**config.mk**
```make
export PLATFORM = sky130hd
export DESIGN_NAME = fb_mdu_ctrl
export DESIGN_NICKNAME = d
export VERILOG_FILES = /design/src/rtl/fb_mdu_ctrl_pkg.sv /design/src/rtl/fb_mdu_step.sv /design/src/rtl/fb_mdu_ctrl.sv
export SDC_FILE = /design/constraint.sdc
export NUM_CORES = 1
export LEC_CHECK = 0
export BUFFER_PORTS_ARGS = -buffer_cell sky130_fd_sc_hd__buf_2
export CAP_MARGIN = 20
export CORE_ASPECT_RATIO = 0.7
export CORE_MARGIN = 2
export CORE_UTILIZATION = 40
export CTS_CLUSTER_DIAMETER = 60
export CTS_CLUSTER_SIZE = 10
export DETAILED_ROUTE_END_ITERATION = 12
export GPL_TIMING_DRIVEN = 0
export SYNTH_ARGS = -nofsm -noshare
export SYNTH_HDL_FRONTEND = slang
export SYNTH_SLANG_ARGS = --single-unit
export TNS_END_PERCENT = 10
```
**constraint.sdc**
```tcl
create_clock -name clk_i -period 4.2 [get_ports clk_i]
set_input_delay 0.21 -clock clk_i [delete_from_list [all_inputs] [get_ports clk_i]]
set_output_delay 0.21 -clock clk_i [all_outputs]
set_load 0.01 [all_outputs]
```
**src/rtl/fb_mdu_ctrl_pkg.sv**
```systemverilog
// rtl/fb_mdu_ctrl_pkg.sv - shared op indices, state encoding and helpers for the RV32M sequencer
package fb_mdu_ctrl_pkg;

    localparam int MDU_XLEN = 32;
    localparam int MDU_ITER = 32;

    // Bit positions inside the one-hot mdu_op vector (ALU control bits [18:11]).
    localparam int OP_MUL    = 7;
    localparam int OP_MULH   = 6;
    localparam int OP_MULHSU = 5;
    localparam int OP_MULHU  = 4;
    localparam int OP_DIV    = 3;
    localparam int OP_DIVU   = 2;
    localparam int OP_REM    = 1;
    localparam int OP_REMU   = 0;

    typedef enum logic [1:0] {
        ST_IDLE = 2'd0,
        ST_CALC = 2'd1,
        ST_FIX  = 2'd2,
        ST_DONE = 2'd3
    } mdu_state_e;

    function automatic logic is_onehot8(input logic [7:0] v);
        return (v != 8'd0) && ((v & (v - 8'd1)) == 8'd0);
    endfunction

endpackage

```
**src/rtl/fb_mdu_step.sv**
```systemverilog
// rtl/fb_mdu_step.sv - one combinational shift-add multiply or restoring-divide iteration
module fb_mdu_step
#(
    parameter int XLEN = 32
) (
    input  logic            is_div_i,
    input  logic [XLEN-1:0] hi_i,
    input  logic [XLEN-1:0] lo_i,
    input  logic [XLEN-1:0] opnd_i,
    output logic [XLEN-1:0] hi_o,
    output logic [XLEN-1:0] lo_o
);

    logic [XLEN:0]   sum;
    logic [XLEN:0]   rem_sh;
    logic [XLEN+1:0] diff;
    logic            keep;

    always_comb begin
        sum    = {1'b0, hi_i} + (lo_i[0] ? {1'b0, opnd_i} : {(XLEN+1){1'b0}});
        rem_sh = {hi_i, lo_i[XLEN-1]};
        diff   = {1'b0, rem_sh} - {2'b00, opnd_i};
        // A kept difference is always below the divisor, so both top bits are zero.
        keep   = (diff[XLEN+1:XLEN] == 2'b00);

        if (is_div_i) begin
            hi_o = keep ? diff[XLEN-1:0] : rem_sh[XLEN-1:0];
            lo_o = {lo_i[XLEN-2:0], keep};
        end else begin
            hi_o = sum[XLEN:1];
            lo_o = {sum[0], lo_i[XLEN-1:1]};
        end
    end

endmodule

```
**src/rtl/fb_mdu_ctrl.sv**
```systemverilog
// rtl/fb_mdu_ctrl.sv - iterative RV32M multiply/divide sequencer with pipeline stall
module fb_mdu_ctrl
    import fb_mdu_ctrl_pkg::*;
#(
    parameter int XLEN = 32
) (
    input  logic            clk_i,
    input  logic            rst_ni,
    input  logic            op_valid_i,
    input  logic [7:0]      mdu_op_i,
    input  logic [XLEN-1:0] src1_i,
    input  logic [XLEN-1:0] src2_i,
    input  logic            flush_i,
    output logic            stall_o,
    output logic            result_valid_o,
    output logic [XLEN-1:0] result_o
);

    mdu_state_e      state_q, state_d;
    logic [4:0]      cnt_q, cnt_d;
    logic [7:0]      op_q, op_d;
    logic [XLEN-1:0] hi_q, hi_d;
    logic [XLEN-1:0] lo_q, lo_d;
    logic [XLEN-1:0] opnd_q, opnd_d;
    logic            neg_q, neg_d;
    logic            negr_q, negr_d;
    logic [XLEN-1:0] result_q, result_d;

    logic              op_ok;
    logic              in_is_div;
    logic              s1_signed;
    logic              s2_signed;
    logic [XLEN-1:0]   mag1;
    logic [XLEN-1:0]   mag2;
    logic              div_by_zero;
    logic              div_ovf;
    logic [XLEN-1:0]   step_hi;
    logic [XLEN-1:0]   step_lo;
    logic [2*XLEN-1:0] prod_fix;
    logic [XLEN-1:0]   quot_fix;
    logic [XLEN-1:0]   rem_fix;
    logic [XLEN-1:0]   fix_val;

    fb_mdu_step #(.XLEN(XLEN)) u_step (
        .is_div_i (|op_q[3:0]),
        .hi_i     (hi_q),
        .lo_i     (lo_q),
        .opnd_i   (opnd_q),
        .hi_o     (step_hi),
        .lo_o     (step_lo)
    );

    always_comb begin
        op_ok       = is_onehot8(mdu_op_i);
        in_is_div   = |mdu_op_i[3:0];
        s1_signed   = mdu_op_i[OP_MULH] | mdu_op_i[OP_MULHSU] | mdu_op_i[OP_DIV] | mdu_op_i[OP_REM];
        s2_signed   = mdu_op_i[OP_MULH] | mdu_op_i[OP_DIV] | mdu_op_i[OP_REM];
        mag1        = (s1_signed && src1_i[XLEN-1]) ? (~src1_i + 1'b1) : src1_i;
        mag2        = (s2_signed && src2_i[XLEN-1]) ? (~src2_i + 1'b1) : src2_i;
        div_by_zero = in_is_div && (src2_i == '0);
        div_ovf     = (mdu_op_i[OP_DIV] | mdu_op_i[OP_REM])
                      && (src1_i == {1'b1, {(XLEN-1){1'b0}}})
                      && (src2_i == {XLEN{1'b1}});
    end

    // Operands were iterated as magnitudes; restore the sign of the final value here.
    always_comb begin
        prod_fix = neg_q ? (~{hi_q, lo_q} + 1'b1) : {hi_q, lo_q};
        quot_fix = neg_q ? (~lo_q + 1'b1) : lo_q;
        rem_fix  = negr_q ? (~hi_q + 1'b1) : hi_q;
        if (|op_q[7:4]) begin
            fix_val = op_q[OP_MUL] ? prod_fix[XLEN-1:0] : prod_fix[2*XLEN-1:XLEN];
        end else if (op_q[OP_DIV] | op_q[OP_DIVU]) begin
            fix_val = quot_fix;
        end else begin
            fix_val = rem_fix;
        end
    end

    always_comb begin
        state_d  = state_q;
        cnt_d    = cnt_q;
        op_d     = op_q;
        hi_d     = hi_q;
        lo_d     = lo_q;
        opnd_d   = opnd_q;
        neg_d    = neg_q;
        negr_d   = negr_q;
        result_d = result_q;

        if (flush_i) begin
            state_d = ST_IDLE;
            cnt_d   = '0;
        end else begin
            case (state_q)
                ST_IDLE: begin
                    if (op_valid_i && op_ok) begin
                        op_d   = mdu_op_i;
                        neg_d  = (s1_signed & src1_i[XLEN-1]) ^ (s2_signed & src2_i[XLEN-1]);
                        negr_d = s1_signed & src1_i[XLEN-1];
                        cnt_d  = '0;
                        hi_d   = '0;
                        lo_d   = in_is_div ? mag1 : mag2;
                        opnd_d = in_is_div ? mag2 : mag1;
                        if (div_by_zero) begin
                            result_d = (mdu_op_i[OP_DIV] | mdu_op_i[OP_DIVU]) ? {XLEN{1'b1}} : src1_i;
                            state_d  = ST_DONE;
                        end else if (div_ovf) begin
                            result_d = mdu_op_i[OP_DIV] ? src1_i : '0;
                            state_d  = ST_DONE;
                        end else begin
                            state_d = ST_CALC;
                        end
                    end
                end
                ST_CALC: begin
                    hi_d  = step_hi;
                    lo_d  = step_lo;
                    cnt_d = cnt_q + 5'd1;
                    if (cnt_q == 5'(MDU_ITER - 1)) begin
                        cnt_d   = '0;
                        state_d = ST_FIX;
                    end
                end
                ST_FIX: begin
                    result_d = fix_val;
                    state_d  = ST_DONE;
                end
                ST_DONE: begin
                    state_d = ST_IDLE;
                end
                default: begin
                    state_d = ST_IDLE;
                end
            endcase
        end
    end

    always_ff @(posedge clk_i or negedge rst_ni) begin
        if (!rst_ni) begin
            state_q  <= ST_IDLE;
            cnt_q    <= '0;
            op_q     <= '0;
            hi_q     <= '0;
            lo_q     <= '0;
            opnd_q   <= '0;
            neg_q    <= 1'b0;
            negr_q   <= 1'b0;
            result_q <= '0;
        end else begin
            state_q  <= state_d;
            cnt_q    <= cnt_d;
            op_q     <= op_d;
            hi_q     <= hi_d;
            lo_q     <= lo_d;
            opnd_q   <= opnd_d;
            neg_q    <= neg_d;
            negr_q   <= negr_d;
            result_q <= result_d;
        end
    end

    assign stall_o        = rst_ni & op_valid_i & (state_q != ST_DONE) & op_ok;
    assign result_valid_o = (state_q == ST_DONE) & ~flush_i;
    assign result_o       = result_q;

endmodule
```
======== Word level (Yosys, flattened, before mapping) ========
Index checks and enable logic that the tools add are counted.
storage, ports and cells
  bits in registers ....................... 145
  bits of input ports ..................... 76
  word-level logic and storage cells ...... 108
cells by class
  $add $sub $neg .......................... 9
  equal/unequal tests ..................... 11
  mux-type cells .......................... 34
  bitwise logic cells ..................... 22
  reduce and logical (&&, ||, !) cells .... 23
operators with widths
  kind                     number
  $mux W32                 20
  $pmux W32 S2             3
  $add A32 B1 Y32 const B  4
  $not A32 Y32             4
  $add A64 B1 Y64 const B  1
  $eq A32 B32 Y1 const B   2
  $mux W64                 1
  $not A64 Y64             1
  $sub A33 B32 Y34         1
  $add A32 B33 Y33         1
  $logic_not A32 Y1        1
  $mux W5                  3
  $reduce_or A4 Y1         3
  $mux W2                  5
  $pmux W5 S2              1
  $ne A3 B3 Y1 const B     3
  $and A8 B8 Y8            1
  $logic_not A8 Y1         1
  $or A1 B1 Y1             8
  $pmux W2 S4              1
  $reduce_bool A8 Y1       1
  $sub A8 B1 Y8 const B    1
  $logic_and A1 B1 Y1      7
  $and A1 B1 Y1            6
  other kinds (13)         19

======== Depth between registers and ports, before layout ========
  word-level depth ........................ 8
  gate-level depth with buffers ........... 15
  depth with buffers taken out ............ 13

======== By module ========
From an unflattened synthesis, not the netlist that was laid out.
second synthesis, totals
  cell total of the unflattened synthesis .. 2187
  area total of the unflattened synthesis .. 16361.9 µm²
modules (own cells, without submodules)
  module       instances  cells an instance  area each (µm²)  sequential area each (µm²)
  fb_mdu_ctrl  1          1502               11682.5          3628.5
  fb_mdu_step  1          685                4679.5           0.0

======== Worst setup path after synthesis ========
No wires, ideal clock.
  kind .................................... reg2reg
  start point ............................. register lo_q[31]
  end point ............................... register hi_q[23]
  arrival ................................. 3204 ps
  required time ........................... 4057 ps
  setup slack ............................. 853 ps
  cell stages (with the launch flop) ...... 16
  path buffers ............................ 2
  clock period less this slack ............ 3347 ps
  path through ............................ dfrtp_1 > inv_1 > ha_1 > inv_1 > fa_1 > a211oi_1 > o21bai_1 > o211ai_1 > nand3b_1 > a31o_2 > o32a_1 > and3_1 > clkbuf_1 > clkbuf_1 > mux2i_1 > o221ai_1
between the ends
  longest elaborated chain between the ends .. 5
ends and longest elaborated chain
  element                 RTL line            source
  from (decl)             fb_mdu_ctrl.sv:23   logic [XLEN-1:0] lo_q, lo_d;
  from (signal assigned)  fb_mdu_ctrl.sv:155  lo_q <= lo_d;
  $sub A33 B32 Y34 (*)    fb_mdu_step.sv:22   diff = {1'b0, rem_sh} - {2'b00, opnd_i};
  $logic_not A2 Y1        fb_mdu_step.sv:24   keep = (diff[XLEN+1:XLEN] == 2'b00);
  $mux W32 (*)            fb_mdu_step.sv:27   hi_o = keep ? diff[XLEN-1:0] : rem_sh[XLEN-1:0];
  $mux W32 (*)            fb_mdu_step.sv:26   if (is_div_i) begin
  $pmux W32 S2 (*)        fb_mdu_ctrl.sv:95   case (state_q)
  to (signal assigned)    fb_mdu_ctrl.sv:154  hi_q <= hi_d;
  to (decl)               fb_mdu_ctrl.sv:22   logic [XLEN-1:0] hi_q, hi_d;
Every way passes the cells marked *; elsewhere a longest branch is shown, timed or not.
A chain may end at the register's enable or synchronous reset.

======== Worst setup path after layout ========
  start point ............................. register lo_q[0]
  end point ............................... register result_q[6] (netlist: result_o[6])
between the ends
  longest elaborated chain between the ends .. 6
  elaborated cells between the ends (all ways) .. 10
ends and longest elaborated chain
  element                                             RTL line                              source
  $not A64 Y64 or $not A32 Y32 (tied branches)        fb_mdu_ctrl.sv:68, fb_mdu_ctrl.sv:69
  $add A64 B1 Y64 or $add A32 B1 Y32 (tied branches)  fb_mdu_ctrl.sv:68, fb_mdu_ctrl.sv:69
  $mux W64 or $mux W32 (tied branches)                fb_mdu_ctrl.sv:68, fb_mdu_ctrl.sv:69
  $mux W32, on equally long branches                  fb_mdu_ctrl.sv:72, fb_mdu_ctrl.sv:73
  $mux W32 (*)                                        fb_mdu_ctrl.sv:71                     if (|op_q[7:4]) begin
  $pmux W32 S2 (*)                                    fb_mdu_ctrl.sv:95
  to (signal assigned)                                fb_mdu_ctrl.sv:159                    result_q <= result_d;
  to (decl)                                           fb_mdu_ctrl.sv:27                     logic [XLEN-1:0] result_q, result_d;
Marks and branches as above.

==> results.sh <==
export IMPL_numCtsBuffers=17
export IMPL_yosysSeqAreaShare=0.225
export IMPL_utilization=0.454
export IMPL_drc_errors=0
export IMPL_hpwl_um=62700
export IMPL_cpPeakStageDelay_ns=0.87
export IMPL_peakVddDrop_uv=396
export IMPL_seqPwrFrac=0.217
export IMPL_grt_start_max_net_pins=95
export IMPL_syn_area_mm2=0.0161
export IMPL_p_clk_frac=0.154
export IMPL_totalWireLength_um=77400
export IMPL_power_switching_mw=5.61
export IMPL_stdcell_area_mm2=0.0180
export IMPL_clock_latency_ns=0.46
export IMPL_dp_cells=2885
export IMPL_intPower_mw=4.48
export IMPL_async_flop_share=1.00
export IMPL_grt_overflow=0
export IMPL_grt_pass1_vias=16400
export IMPL_worst_pin_slew_ns=1.01
export IMPL_yosys_register_bits=145
export IMPL_path_delay_family="compound AO/OA/AOI/OAI gates"
export IMPL_power_leakage_nw=7.62
export IMPL_placed_cell_area_mm2=0.0173
export IMPL_ys_warn_count=0
export IMPL_htree_levels=4
export IMPL_ys_types=80
export IMPL_die_h_um=172
export IMPL_seq_area_mm2=0.00363
export IMPL_layout_drive_gt1_share=0.0871
export IMPL_fill_cells=4155
export IMPL_mostFrequentLayoutCell="nand2_1"
export IMPL_r2r_setup_slack_ns=0.004
export IMPL_nets=2527
export IMPL_cp_slowest_cell="o41ai_1"
export IMPL_ios=110
export IMPL_num_rows=61
export IMPL_die_w_um=244
export IMPL_synth_top_area_cell="dfrtp_1"
export IMPL_critPathCaptureType="register"
export IMPL_clk_path_buf_depth=2
export IMPL_min_from="mdu_op_i[7]"
export IMPL_wire_per_inst_um=26.5
export IMPL_crit_buf_inv=2
export IMPL_period_share=0.999
export IMPL_fp_dieArea_mm2=0.0420
export IMPL_final_cell_mix="nand2_1 (296), o21ai_0 (213), nor2_1 (210)"
export IMPL_globalplace_congestion=1.01
export IMPL_syn_inst=2248
export IMPL_finClkSkew_ns=0.0145
export IMPL_synth_nets=2401
export IMPL_yosys_area_top_type_share=0.225
export IMPL_rr_startpoint="lo_q[0]"
export IMPL_diodes=0
export IMPL_worstPathArrival_ns=4.58
export IMPL_ant_nets=0
export IMPL_portBuffers=100
export IMPL_finalNonFillerCells=2922
export IMPL_drv_slew=0
export IMPL_syn_area_per_cell_um2=7.18
export IMPL_p_sw_frac=0.556
export IMPL_min_path_cells=2
export IMPL_power_frac_comb=0.629
export IMPL_synth_edf_count=0
export IMPL_path_clk_slew_ns=0.07
export IMPL_antenna_found_initial=1
export IMPL_period_needed_ns=4.20
export IMPL_critPathKind="register to register"
export IMPL_fmax_mhz=238
export IMPL_final_hold_violation_count=0
export IMPL_tritoncts="built"
export IMPL_reg2reg_to="result_o[6]"
export IMPL_core_area_mm2=0.0398
export IMPL_cp_start_kind="register"
export IMPL_critPathMaxFanout=10
export IMPL_synth_area_leaders="dfrtp_1 (22%), nand2_1 (6.9%), o21ai_0 (6.7%)"
export IMPL_clock_sink_count=145
export IMPL_status="finished clean"
export IMPL_ys_flop_type="dfrtp_1"
export IMPL_slew_headroom=0.318
export IMPL_routed_via_density=6.39
export IMPL_crit_start="lo_q[0]"
export IMPL_initialDrtViolationCount=2721
export IMPL_cp_cell_sequence="clkinvlp_4 > buf_1 > ha_1 > nand2b_1 > nor4_2 > nand3_1 > o41ai_1 > xor2_1 > a222oi_1 > a21oi_1 > o21ai_0"
export IMPL_multi_input_comb_area_mm2=0.0116
export IMPL_reg2regPathDepth=11
export IMPL_powerDensity_mw_per_mm2=559
export IMPL_drv_cap=0
export IMPL_drt_first_pass_iters=6
export IMPL_via_count=18700
export IMPL_hold_end="op_q[7]"
export IMPL_initial_core_util=0.406
export IMPL_syn_to_final_growth_pct=11.8
export IMPL_critPathRequiredTime_ns=4.58
export IMPL_grt_total_usage=0.360
export IMPL_cts_root_buf="clkbuf_16"
export IMPL_holdCritPathClass="input pin to register"
export IMPL_setup_viol=0
export IMPL_grt_pass1_wl_um=111000
## power by group through the flow
stage	combinational, mW	sequential (mW)	clock, mW
2_1_floorplan	3.92	2.02	0
3_3_place_gp	5.95	2.17	0
3_5_place_dp	6.00	2.18	0
4_1_cts	6.04	2.15	1.55
5_1_grt	6.75	2.22	1.61
6_report	6.34	2.19	1.55
## flip-flops by register name, indices dropped and copies added (netlist names), 2 cells and up
name	count
cnt_q	5
hi_q	32
lo_q	32
op_q	8
opnd_q	32
result_o	32
state_q	2
## repair_timing
action | CTS | global route
hold buffers | 1 | 0
gates cloned | 0 | 0
buffers inserted | 3 | 1
setup endpoints to repair | 36 | 35
hold endpoints to repair | 51 | 0
gates resized for setup | 11 | 19
pin swaps | 2 | 1
## through the flow
| stage | power, mW | TNS, ns | setup WS (ns) | hold slack (ns) |
|---|---|---|---|---|
| after floorplan | 5.95 | 0 | 0.853 | -0.0856 |
| after global placement | 8.11 | -10.79 | -0.576 | 0.457 |
| after detailed placement | 8.17 | -11.00 | -0.550 | 0.156 |
| after CTS | 9.74 | 0 | 0.0244 | 0.0452 |
| after global routing | 10.6 | -0.188 | -0.0821 | 0.0660 |
| final | 10.1 | 0 | 0.00351 | 0.0521 |
## layer usage
layer / wire, µm / GRT usage / vias up
met2: 29700 / 0.476 / 1054
met1: 37600 / 0.576 / 9138
li1: - / - / 8402
met5: 13 / 0 / -
met3: 8730 / 0.0818 / 86
met4: 1310 / 0.0695 / 2
## cells by family (layout without fill, tap and decap cells)
family	after synthesis	count (layout)	share of synthesized area
XOR/XNOR	189	189	0.103
flip-flops	145	145	0.225
multiplexers	47	47	0.0300
adder cells (fa/ha/maj)	78	78	0.0613
buffers and inverters	247	386	0.0581
AO/OA/AOI/OAI	764	764	0.299
AND/OR/NAND/NOR	778	778	0.224
## worst max-delay path by stage
stage	end	slack [ns]	cells after the start
6_report	result_o[6]	0.004	11
5_1_grt	hi_q[26]	-0.08	13
4_1_cts	hi_q[26]	0.02	12
3_5_place_dp	hi_q[21]	-0.55	14
3_3_place_gp	hi_q[21]	-0.58	14
2_1_floorplan	hi_q[23]	0.85	15
## synthesized netlist by cell type (21+ instances only)
cell type / count
xor2_1: 85
ha_1: 75
nor4_1: 23
clkbuf_1: 165
nand3_1: 45
a22oi_1: 26
xnor2_1: 104
nor2_1: 210
o21a_1: 41
o31ai_1: 30
dfrtp_1: 145
nand2_1: 296
o22ai_1: 31
inv_1: 63
o21ai_0: 215
nor3_1: 42
mux2i_1: 36
a21o_1: 38
a211oi_1: 39
nand2b_1: 21
a21oi_1: 179
nand4_1: 34
## worst reg2reg max path, delay by kind of cell (launching register included)
kind | cells | cell delay (ns)
compound gates | 4 | 1.52
fa+ha+maj | 1 | 0.27
buf+inv | 2 | 0.81
flops | 1 | 0.49
xor+xnor | 1 | 0.14
simple gates | 3 | 0.91
## cell type report
| class | count | share of cell area |
|---|---|---|
| plain buffers | 183 | 0.0394 |
| clock buffers | 19 | 0.0240 |
| clock inverters | 13 | 0.00659 |
| inverters | 63 | 0.0133 |
| multi-input cells | 1856 | 0.646 |
| flip-flops and latches | 145 | 0.201 |
| well taps | 535 | 0.0371 |
| repair buffers | 108 | 0.0326 |
No activity file was read; power rests on OpenSTA's default activity.
